==> src/rtl/uart_rx_fifo.sv <==
// 16x-oversampling UART receiver with a character FIFO and sticky error flags.
// Define UART_RX_PARITY_EN to add an even-parity bit and the err_parity_pulse output.
module uart_rx_fifo #(
  parameter int BAUD_DIV   = 651,
  parameter int DATA_BITS  = 8,
  parameter int STOP_BITS  = 1,
  parameter int FIFO_DEPTH = 4
) (
  input  logic                            sysclk,
  input  logic                            reset,
  input  logic                            UART_RX,
  output logic [DATA_BITS-1:0]            rx_data,
  output logic                            rx_valid,
  input  logic                            rx_ready,
  output logic [$clog2(FIFO_DEPTH):0]     rx_count,
  output logic                            err_frame,
  output logic                            err_overrun,
  input  logic                            err_clear,
  output logic                            busy,
`ifdef UART_RX_PARITY_EN
  output logic                            err_parity_pulse,
`endif
  output logic [2:0]                      dbg_state
);

  localparam int AW = $clog2(FIFO_DEPTH);
  localparam int CW = AW + 1;
  localparam logic [15:0] DIV_LAST = 16'(BAUD_DIV - 1);

  typedef enum logic [2:0] {
    S_IDLE      = 3'd0,
    S_START     = 3'd1,
    S_DATA      = 3'd2,
    S_STOP      = 3'd3,
    S_WAIT_HIGH = 3'd4
`ifdef UART_RX_PARITY_EN
    , S_PARITY  = 3'd5
`endif
  } state_t;

  logic                 sync1_q, sync2_q, prev_q;
  logic                 rx_s, fall;
  logic [15:0]          div_cnt_q, div_cnt_d;
  logic                 tick, start_det;
  state_t               state_q, state_d;
  logic [3:0]           tick_cnt_q, tick_cnt_d;
  logic [3:0]           bit_cnt_q, bit_cnt_d;
  logic [DATA_BITS-1:0] shreg_q, shreg_d;
  logic                 push_req, frame_evt;
`ifdef UART_RX_PARITY_EN
  logic                 par_evt, par_pulse_q;
`endif

  logic [DATA_BITS-1:0] mem_q [FIFO_DEPTH];
  logic [AW-1:0]        wr_ptr_q, rd_ptr_q;
  logic [CW-1:0]        count_q, count_d;
  logic                 full, push, pop, overrun_evt;
  logic                 err_frame_q, err_frame_d, err_overrun_q, err_overrun_d;

  assign rx_s = sync2_q;
  assign fall = prev_q & ~rx_s;
  assign tick = (div_cnt_q == DIV_LAST);

  always_comb begin
    div_cnt_d = (div_cnt_q == DIV_LAST) ? 16'd0 : div_cnt_q + 16'd1;
    if (start_det) div_cnt_d = 16'd0;
  end

  // Bit timing: tick_cnt counts oversample ticks within a bit; 8 ticks centres on
  // the start bit, every 16th tick after that lands mid-bit.
  always_comb begin
    state_d    = state_q;
    tick_cnt_d = tick_cnt_q;
    bit_cnt_d  = bit_cnt_q;
    shreg_d    = shreg_q;
    push_req   = 1'b0;
    frame_evt  = 1'b0;
    start_det  = 1'b0;
`ifdef UART_RX_PARITY_EN
    par_evt    = 1'b0;
`endif
    case (state_q)
      S_IDLE: begin
        if (fall) begin
          state_d    = S_START;
          tick_cnt_d = 4'd0;
          start_det  = 1'b1;
        end
      end
      S_START: begin
        if (tick) begin
          if (tick_cnt_q == 4'd7) begin
            tick_cnt_d = 4'd0;
            bit_cnt_d  = 4'd0;
            state_d    = rx_s ? S_IDLE : S_DATA;
          end else begin
            tick_cnt_d = tick_cnt_q + 4'd1;
          end
        end
      end
      S_DATA: begin
        if (tick) begin
          tick_cnt_d = tick_cnt_q + 4'd1;
          if (tick_cnt_q == 4'd15) begin
            shreg_d = {rx_s, shreg_q[DATA_BITS-1:1]};
            if (bit_cnt_q == 4'(DATA_BITS - 1)) begin
              bit_cnt_d = 4'd0;
`ifdef UART_RX_PARITY_EN
              state_d   = S_PARITY;
`else
              state_d   = S_STOP;
`endif
            end else begin
              bit_cnt_d = bit_cnt_q + 4'd1;
            end
          end
        end
      end
`ifdef UART_RX_PARITY_EN
      S_PARITY: begin
        if (tick) begin
          tick_cnt_d = tick_cnt_q + 4'd1;
          if (tick_cnt_q == 4'd15) begin
            if (rx_s != ^shreg_q) begin
              frame_evt = 1'b1;
              par_evt   = 1'b1;
              state_d   = S_WAIT_HIGH;
            end else begin
              state_d   = S_STOP;
            end
          end
        end
      end
`endif
      S_STOP: begin
        if (tick) begin
          tick_cnt_d = tick_cnt_q + 4'd1;
          if (tick_cnt_q == 4'd15) begin
            if (!rx_s) begin
              frame_evt = 1'b1;
              state_d   = S_WAIT_HIGH;
            end else if (bit_cnt_q == 4'(STOP_BITS - 1)) begin
              push_req  = 1'b1;
              state_d   = S_IDLE;
            end else begin
              bit_cnt_d = bit_cnt_q + 4'd1;
            end
          end
        end
      end
      // A held-low line (break) must not look like a fresh start bit.
      S_WAIT_HIGH: begin
        if (rx_s) state_d = S_IDLE;
      end
      default: state_d = S_IDLE;
    endcase
  end

  // Stream handshake: rx_data is the FIFO head whenever rx_valid is high; the
  // head is consumed on a cycle with rx_valid && rx_ready and the next head
  // appears on the following cycle. rx_valid never depends on rx_ready.
  assign full        = (count_q == CW'(FIFO_DEPTH));
  assign rx_valid    = (count_q != '0);
  assign pop         = rx_valid & rx_ready;
  assign push        = push_req & (~full | pop);
  assign overrun_evt = push_req & full & ~pop;
  assign count_d     = count_q + CW'(push) - CW'(pop);

  assign err_frame_d   = frame_evt   | (err_frame_q   & ~err_clear);
  assign err_overrun_d = overrun_evt | (err_overrun_q & ~err_clear);

  always_ff @(posedge sysclk or negedge reset) begin
    if (!reset) begin
      sync1_q       <= 1'b1;
      sync2_q       <= 1'b1;
      prev_q        <= 1'b1;
      div_cnt_q     <= 16'd0;
      state_q       <= S_IDLE;
      tick_cnt_q    <= 4'd0;
      bit_cnt_q     <= 4'd0;
      shreg_q       <= '0;
      wr_ptr_q      <= '0;
      rd_ptr_q      <= '0;
      count_q       <= '0;
      err_frame_q   <= 1'b0;
      err_overrun_q <= 1'b0;
      for (int i = 0; i < FIFO_DEPTH; i++) mem_q[i] <= '0;
`ifdef UART_RX_PARITY_EN
      par_pulse_q   <= 1'b0;
`endif
    end else begin
      sync1_q       <= UART_RX;
      sync2_q       <= sync1_q;
      prev_q        <= sync2_q;
      div_cnt_q     <= div_cnt_d;
      state_q       <= state_d;
      tick_cnt_q    <= tick_cnt_d;
      bit_cnt_q     <= bit_cnt_d;
      shreg_q       <= shreg_d;
      count_q       <= count_d;
      err_frame_q   <= err_frame_d;
      err_overrun_q <= err_overrun_d;
      if (push) begin
        mem_q[wr_ptr_q] <= shreg_q;
        wr_ptr_q        <= wr_ptr_q + AW'(1);
      end
      if (pop) rd_ptr_q <= rd_ptr_q + AW'(1);
`ifdef UART_RX_PARITY_EN
      par_pulse_q   <= par_evt;
`endif
    end
  end

  assign rx_data     = mem_q[rd_ptr_q];
  assign rx_count    = count_q;
  assign err_frame   = err_frame_q;
  assign err_overrun = err_overrun_q;
  assign busy        = (state_q != S_IDLE);
  assign dbg_state   = state_q;
`ifdef UART_RX_PARITY_EN
  assign err_parity_pulse = par_pulse_q;
`endif

endmodule

==> config.mk <==
export PLATFORM = sky130hd
export DESIGN_NAME = uart_rx_fifo
export DESIGN_NICKNAME = d
export VERILOG_FILES = /design/src/rtl/uart_rx_fifo.sv
export SDC_FILE = /design/constraint.sdc
export NUM_CORES = 1
export LEC_CHECK = 0
export ABC_AREA = 1
export ABC_CLOCK_PERIOD_IN_PS = 2250
export CORE_ASPECT_RATIO = 1.75
export CORE_MARGIN = 3
export CORE_UTILIZATION = 47
export CTS_CLUSTER_DIAMETER = 40
export DETAILED_ROUTE_END_ITERATION = 16
export GPL_TIMING_DRIVEN = 1
export PLACE_DENSITY_LB_ADDON = 0.1
export SETUP_SLACK_MARGIN = 0.1
export SYNTH_ARGS = -nofsm -noshare
export SYNTH_HDL_FRONTEND = slang
export SYNTH_SLANG_ARGS = --single-unit
==> constraint.sdc <==
create_clock -name sysclk -period 2.25 [get_ports sysclk]
set_input_delay 0.5625 -clock sysclk [delete_from_list [all_inputs] [get_ports sysclk]]
set_output_delay 0.5625 -clock sysclk [all_outputs]
set_load 0.03 [all_outputs]
After elaboration in Yosys (flattened, before gate mapping)

Index checks and enable logic that the tools add are counted.

Equality and inequality tests: 22
Reductions and logical operators: 12
Bitwise operators: 16
Add/sub/neg operators: 7
Magnitude comparators: 3
Muxes and demuxes: 47

Operator list:

| operator                                         | count |
|---|---|
| two-way mux 4 bit                                | 13 |
| two-way mux 3 bit                                | 11 |
| bitwise mux 32 bit                               | 1 |
| two-way mux 16 bit                               | 2 |
| two-way mux 8 bit                                | 3 |
| one-hot mux 4 bit (3 select lines)               | 2 |
| inequality test 2 bit (second input constant)    | 11 |
| adder 16 x 1 -> 16 bit (second input constant)   | 1 |
| binary-select mux 8 bit (select 2 bit)           | 1 |
| demux 8 bit (select 2 bit)                       | 1 |
| == test 16 x 10 -> 1 bit (second input constant) | 1 |
| one-hot mux 3 bit (5 select lines)               | 1 |
| nonzero test 3 bit                               | 4 |
| two-way mux 1 bit                                | 11 |
| AND reduction 10 bit                             | 1 |
| AND reduction 9 bit                              | 1 |
| adder 4 x 1 -> 4 bit (second input constant)     | 2 |
| == test 4 x 3 -> 1 bit (second input constant)   | 2 |
| AND 1 bit                                        | 7 |
| == test 3 x 2 -> 1 bit (second input constant)   | 2 |
| == test 3 bit (second input constant)            | 2 |
| >= comparator 3 bit (second input constant)      | 2 |
| NOT 2 -> 3 bit                                   | 2 |
| adder 2 x 1 -> 2 bit (second input constant)     | 2 |
| other kinds (16)                                 | 21 |

Register bits after elaboration: 79
Word-level logic and storage cells: 124
Output and inout bits: 18

Longest topological paths before layout

Depth in word-level cells: 9
Depth in mapped cells: 12
Gate-level depth less buffers: 12

Worst setup path before layout

OpenSTA, ideal clock, no wires.

Path type: reg-to-reg
Start: register count_q[1], in the netlist rx_count[1]
End: register count_q[2], in the netlist rx_count[2]
Arrival time: 2.284 ns
Slack: -0.163 ns
Stages on the path, launching flop included: 11
Clock period less this slack: 2.413 ns
Cells stage by stage: dfrtp_1 > nor2_1 > nand3_1 > buf_2 > buf_2 > nand4_1 > ha_1 > inv_1 > ha_1 > fa_1 > xor2_1

Word-level cells in the longest chain between the ends: 6
Elaborated cells between the ends (all ways): 8
Those cells by class: 2 x add/sub; 1 x eq/ne; 4 x bitwise; 1 x reduce/logical

RTL lines:

| what                                                | line     | RTL |
|---|---|---|
| start: declaration                                  | 56       | `logic [CW-1:0] count_q, count_d;` |
| start signal: assignment                            | 200      | `count_q <= count_d;` |
| nonzero test 3 bit or == test 3 bit (tied branches) | 163, 162 |  |
| AND 1 bit or NOT 1 bit (tied branches)              | 164, 165 |  |
| OR 1 bit                                            | 165      | `assign push = push_req & (~full \| pop);` |
| AND 1 bit                                           | 165      |  |
| adder 3 x 1 -> 3 bit                                | 167      | `assign count_d = count_q + CW'(push) - CW'(pop);` |
| subtractor 3 x 1 -> 3 bit (*)                       | 167      |  |
| via count_d[2]                                      | 56       |  |

Mark *: on every way through the listed nets, which the timed path passes. The rest lies on a longest branch.
A chain may end at the register's enable or synchronous reset.

Final worst setup path

Start: register bit_cnt_q[0]
End: register count_q[1], in the netlist rx_count[1]

Word-level cells in the longest chain between the ends: 9

RTL lines:

| what                      | line | RTL |
|---|---|---|
| start: declaration        | 47   | `logic [3:0] bit_cnt_q, bit_cnt_d;` |
| start signal: assignment  | 198  | `bit_cnt_q <= bit_cnt_d;` |
| zero test 4 bit           | 142  | `end else if (bit_cnt_q == 4'(STOP_BITS - 1)) begin` |
| two-way mux 1 bit         | 142  |  |
| two-way mux 1 bit         | 139  | `if (!rx_s) begin` |
| two-way mux 1 bit         | 138  | `if (tick_cnt_q == 4'd15) begin` |
| two-way mux 1 bit         | 136  | `if (tick) begin` |
| two-way mux 1 bit         | 82   | `case (state_q)` |
| AND 1 bit                 | 165  |  |
| adder 3 x 1 -> 3 bit      | 167  |  |
| subtractor 3 x 1 -> 3 bit | 167  |  |
| via count_d[1]            | 56   |  |

The timed path passes the listed nets, and every way through them passes these cells.

==> metrics <==
status=completed; Worst Setup Start Kind=flop; Vias=approximately 3700; top post-synthesis cells by area=dfrtp_1, nand2_1, nand4_1, nor2_1, o21ai_0; Pwr Density=1020 mW/mm^2; number of synthesized flops with an enable pin=0; Worst-Margin Slew=0.408 ns; initial antenna violation count=0; Synth Flop Type=dfrtp_1; hpwl dp=7260 um; Pre-antenna DRT Iters=5; cell taking the most area after synthesis=dfrtp_1; M1 wire length=3930 um; Die H=131 um; CTS HTree Levels=3; clock-pin transition on the worst setup and hold timing paths=~0.060 ns; clock latency on the worst-skew pair=0.34 ns; post-route clock period utilization=0.959; Hold Violations, Final=0; share of the synthesized area in the top cell type=0.456; Final GP Congestion=0.854; drt drc=0; drt via density=5.25; largest net degree at the start of global routing=41; TritonCTS Buffers=9; Clock Skew=0.00572 ns; FMAX=0.464 GHz; Total Power=5.13 mW; Period minus WS final=around 2.2 ns; Detailed Route Iter0 Violations=between 200 and 300; most frequent cells in the layout=nand2_1, dfrtp_1, nor2_1; commonest non-fill, non-tap cell in the layout=nand2_1; CP required=2.46 ns; share of cells above drive strength 1=0.172; peak supply drop=a little over 0.0006 V; Crit. Startpoint=bit_cnt_q[0]; Mapped Cells=roughly 520; slew margin rel.=0.727; clk buf depth=2; endpoints failing setup=0; register area share after synthesis=0.475; Ant. Diodes=0; routed wl met2=5550 um; Routed WL=9940 um; Synth cell types=33; ys async rst share=1.00; Post-Syn Area=between 0.004 and 0.005 mm^2; die area=~0.010 mm^2; number of I/O port buffers=22; Crit Path Class=reg -> reg; highest routing layer actually used=met4; fin cells=697; DP Cell Count=678; Final nets=594; crit path max fanout=2; CTS tree=yes; first-pass GRT wire length=16700 um; met3 wire len=183 um; antenna-violating nets left=0; clk root buf=clkbuf_16; CTS sink cnt=79; # hold bufs at CTS=0; RSZ-0062 raised after global routing=true; Comb power frac=0.410; gr ovfl total=0; syn nets=between 500 and 600; Hold WC Path Type=in -> async; Yosys reg bits=79; vias in the first global route=between 3000 and 4000; switching power=2.02 mW; Clock power frac=0.256; Power Internal=between 3 and 4 mW; P_leak=2.54 nW; yosys warns=0; gr usage total=0.211; core area=0.00848 mm^2; arrival time worst endpoint=2.37 ns; max-slew violation count=0; Sw Ratio=0.394; RR Startpoint=bit_cnt_q[0]; WL/cell=14.3 um; portion of total power attributed to sequential cells=0.334; area grow syn2layout=21.0%; row cnt=44; Max-Cap Viols=0; CP endpoint kind=flop; Initial Util=0.492; Post-Syn Area per Cell=between 7 and 8 um^2; io pins=23; Die W=77.2 um
## per-layer routing
metal | GRT usage | vias to the layer above
li1 | - | 1847
met3 | 0.0199 | 17
met1 | 0.229 | 1734
met2 | 0.400 | 64
met5 | 0 | -
met4 | 0.118 | 0
## power by group through the flow
stage / logic [mW] / clock network (mW) / registers [mW]
6_report: 2.10 / 1.31 / 1.71
5_1_grt: 2.32 / 1.41 / 1.73
4_1_cts: 2.05 / 1.34 / 1.71
3_5_place_dp: 2.05 / 0 / 1.73
3_3_place_gp: 2.02 / 0 / 1.72
2_1_floorplan: 1.22 / 0 / 1.83
## state kept, by name (all words and copies together), names as in the netlist
name,flops
bit_cnt_q,4
rd_ptr_q,2
div_cnt_q,16
mem_q,32
shreg_q,8
rx_count,3
err_overrun,1
prev_q,1
dbg_state,3
rx_s,1
err_frame,1
tick_cnt_q,4
sync1_q,1
wr_ptr_q,2
## cell usage after synthesis (3+ instances only)
library cell / instances
buf_2: 4
o22ai_1: 8
nand3_1: 21
nand4_1: 50
ha_1: 11
o21ai_1: 4
buf_6: 4
dfstp_2: 3
nand2_2: 3
inv_1: 39
a21oi_1: 12
nor2_1: 68
inv_2: 5
dfrtp_1: 76
clkbuf_2: 4
nor2_2: 4
xor2_1: 6
o21ai_0: 31
clkbuf_1: 4
nand2_1: 147
xnor2_1: 3
## metrics by stage
stage          cell area, um^2  setup TNS [ns]  utilization  setup slack [ns]  hold slack (ns)
2_1_floorplan             4200               0            -            0.0251            0.267
3_3_place_gp              4720          -0.203        0.557            -0.116            0.347
3_5_place_dp              4720          -0.297        0.557            -0.166            0.349
4_1_cts                   5000         -0.0134        0.589          -0.00865            0.139
5_1_grt                   5050         -0.0452        0.596           -0.0291            0.151
6_report                  5050               0        0.596            0.0926            0.131
## what timing repair did
action / CTS / global route
cloned: 0 / 0
setup endpoints to repair: 7 / 7
pin swaps: 7 / 0
gates resized for setup: 6 / 6
setup buffers: 1 / 2
endpoints found under the hold margin: 0 / 0
## area by class of cell
type                    count  area (um^2)
multi-input cells         381         1950
clock buffers               9          225
clock inverters             7         40.0
inverters                  46          180
well taps                 115          144
fillers                   792         3430
flip-flops and latches     79         1990
repair buffers             60          520
## worst paths after layout
kind	to	slack, ns	cells past startpoint
max	rx_count[1]	0.09	11
min	rd_ptr_q[0]	0.13	1
max reg2reg	rx_count[1]	0.09	11
min reg2reg	rx_s	0.36	0
max in group asynchronous	rx_count[1]	1.54	2
min in group sysclk	rx_s	0.36	0
## critical path: stages, from the launching register on
cell and delay, ns:
dfrtp_1 0.37, inv_1 0.06, ha_2 0.18, nand2_2 0.06, nor2_4 0.10, nand2_2 0.08
nor2_4 0.10, nand4_1 0.11, ha_1 0.30, inv_1 0.06, ha_2 0.17, fa_2 0.44
## kinds of logic (layout without fill, tap and decap cells)
family / after synthesis / count (layout) / synth area share
buffers and inverters: 62 / 122 / 0.0662
xor gates and xnor gates: 9 / 9 / 0.0189
adders and majority gates: 12 / 12 / 0.0378
AOI/OAI and AO/OA: 57 / 57 / 0.0725
and+or+nand+nor: 303 / 303 / 0.330
DFF: 79 / 79 / 0.475
No activity file was read; power rests on OpenSTA's default activity.
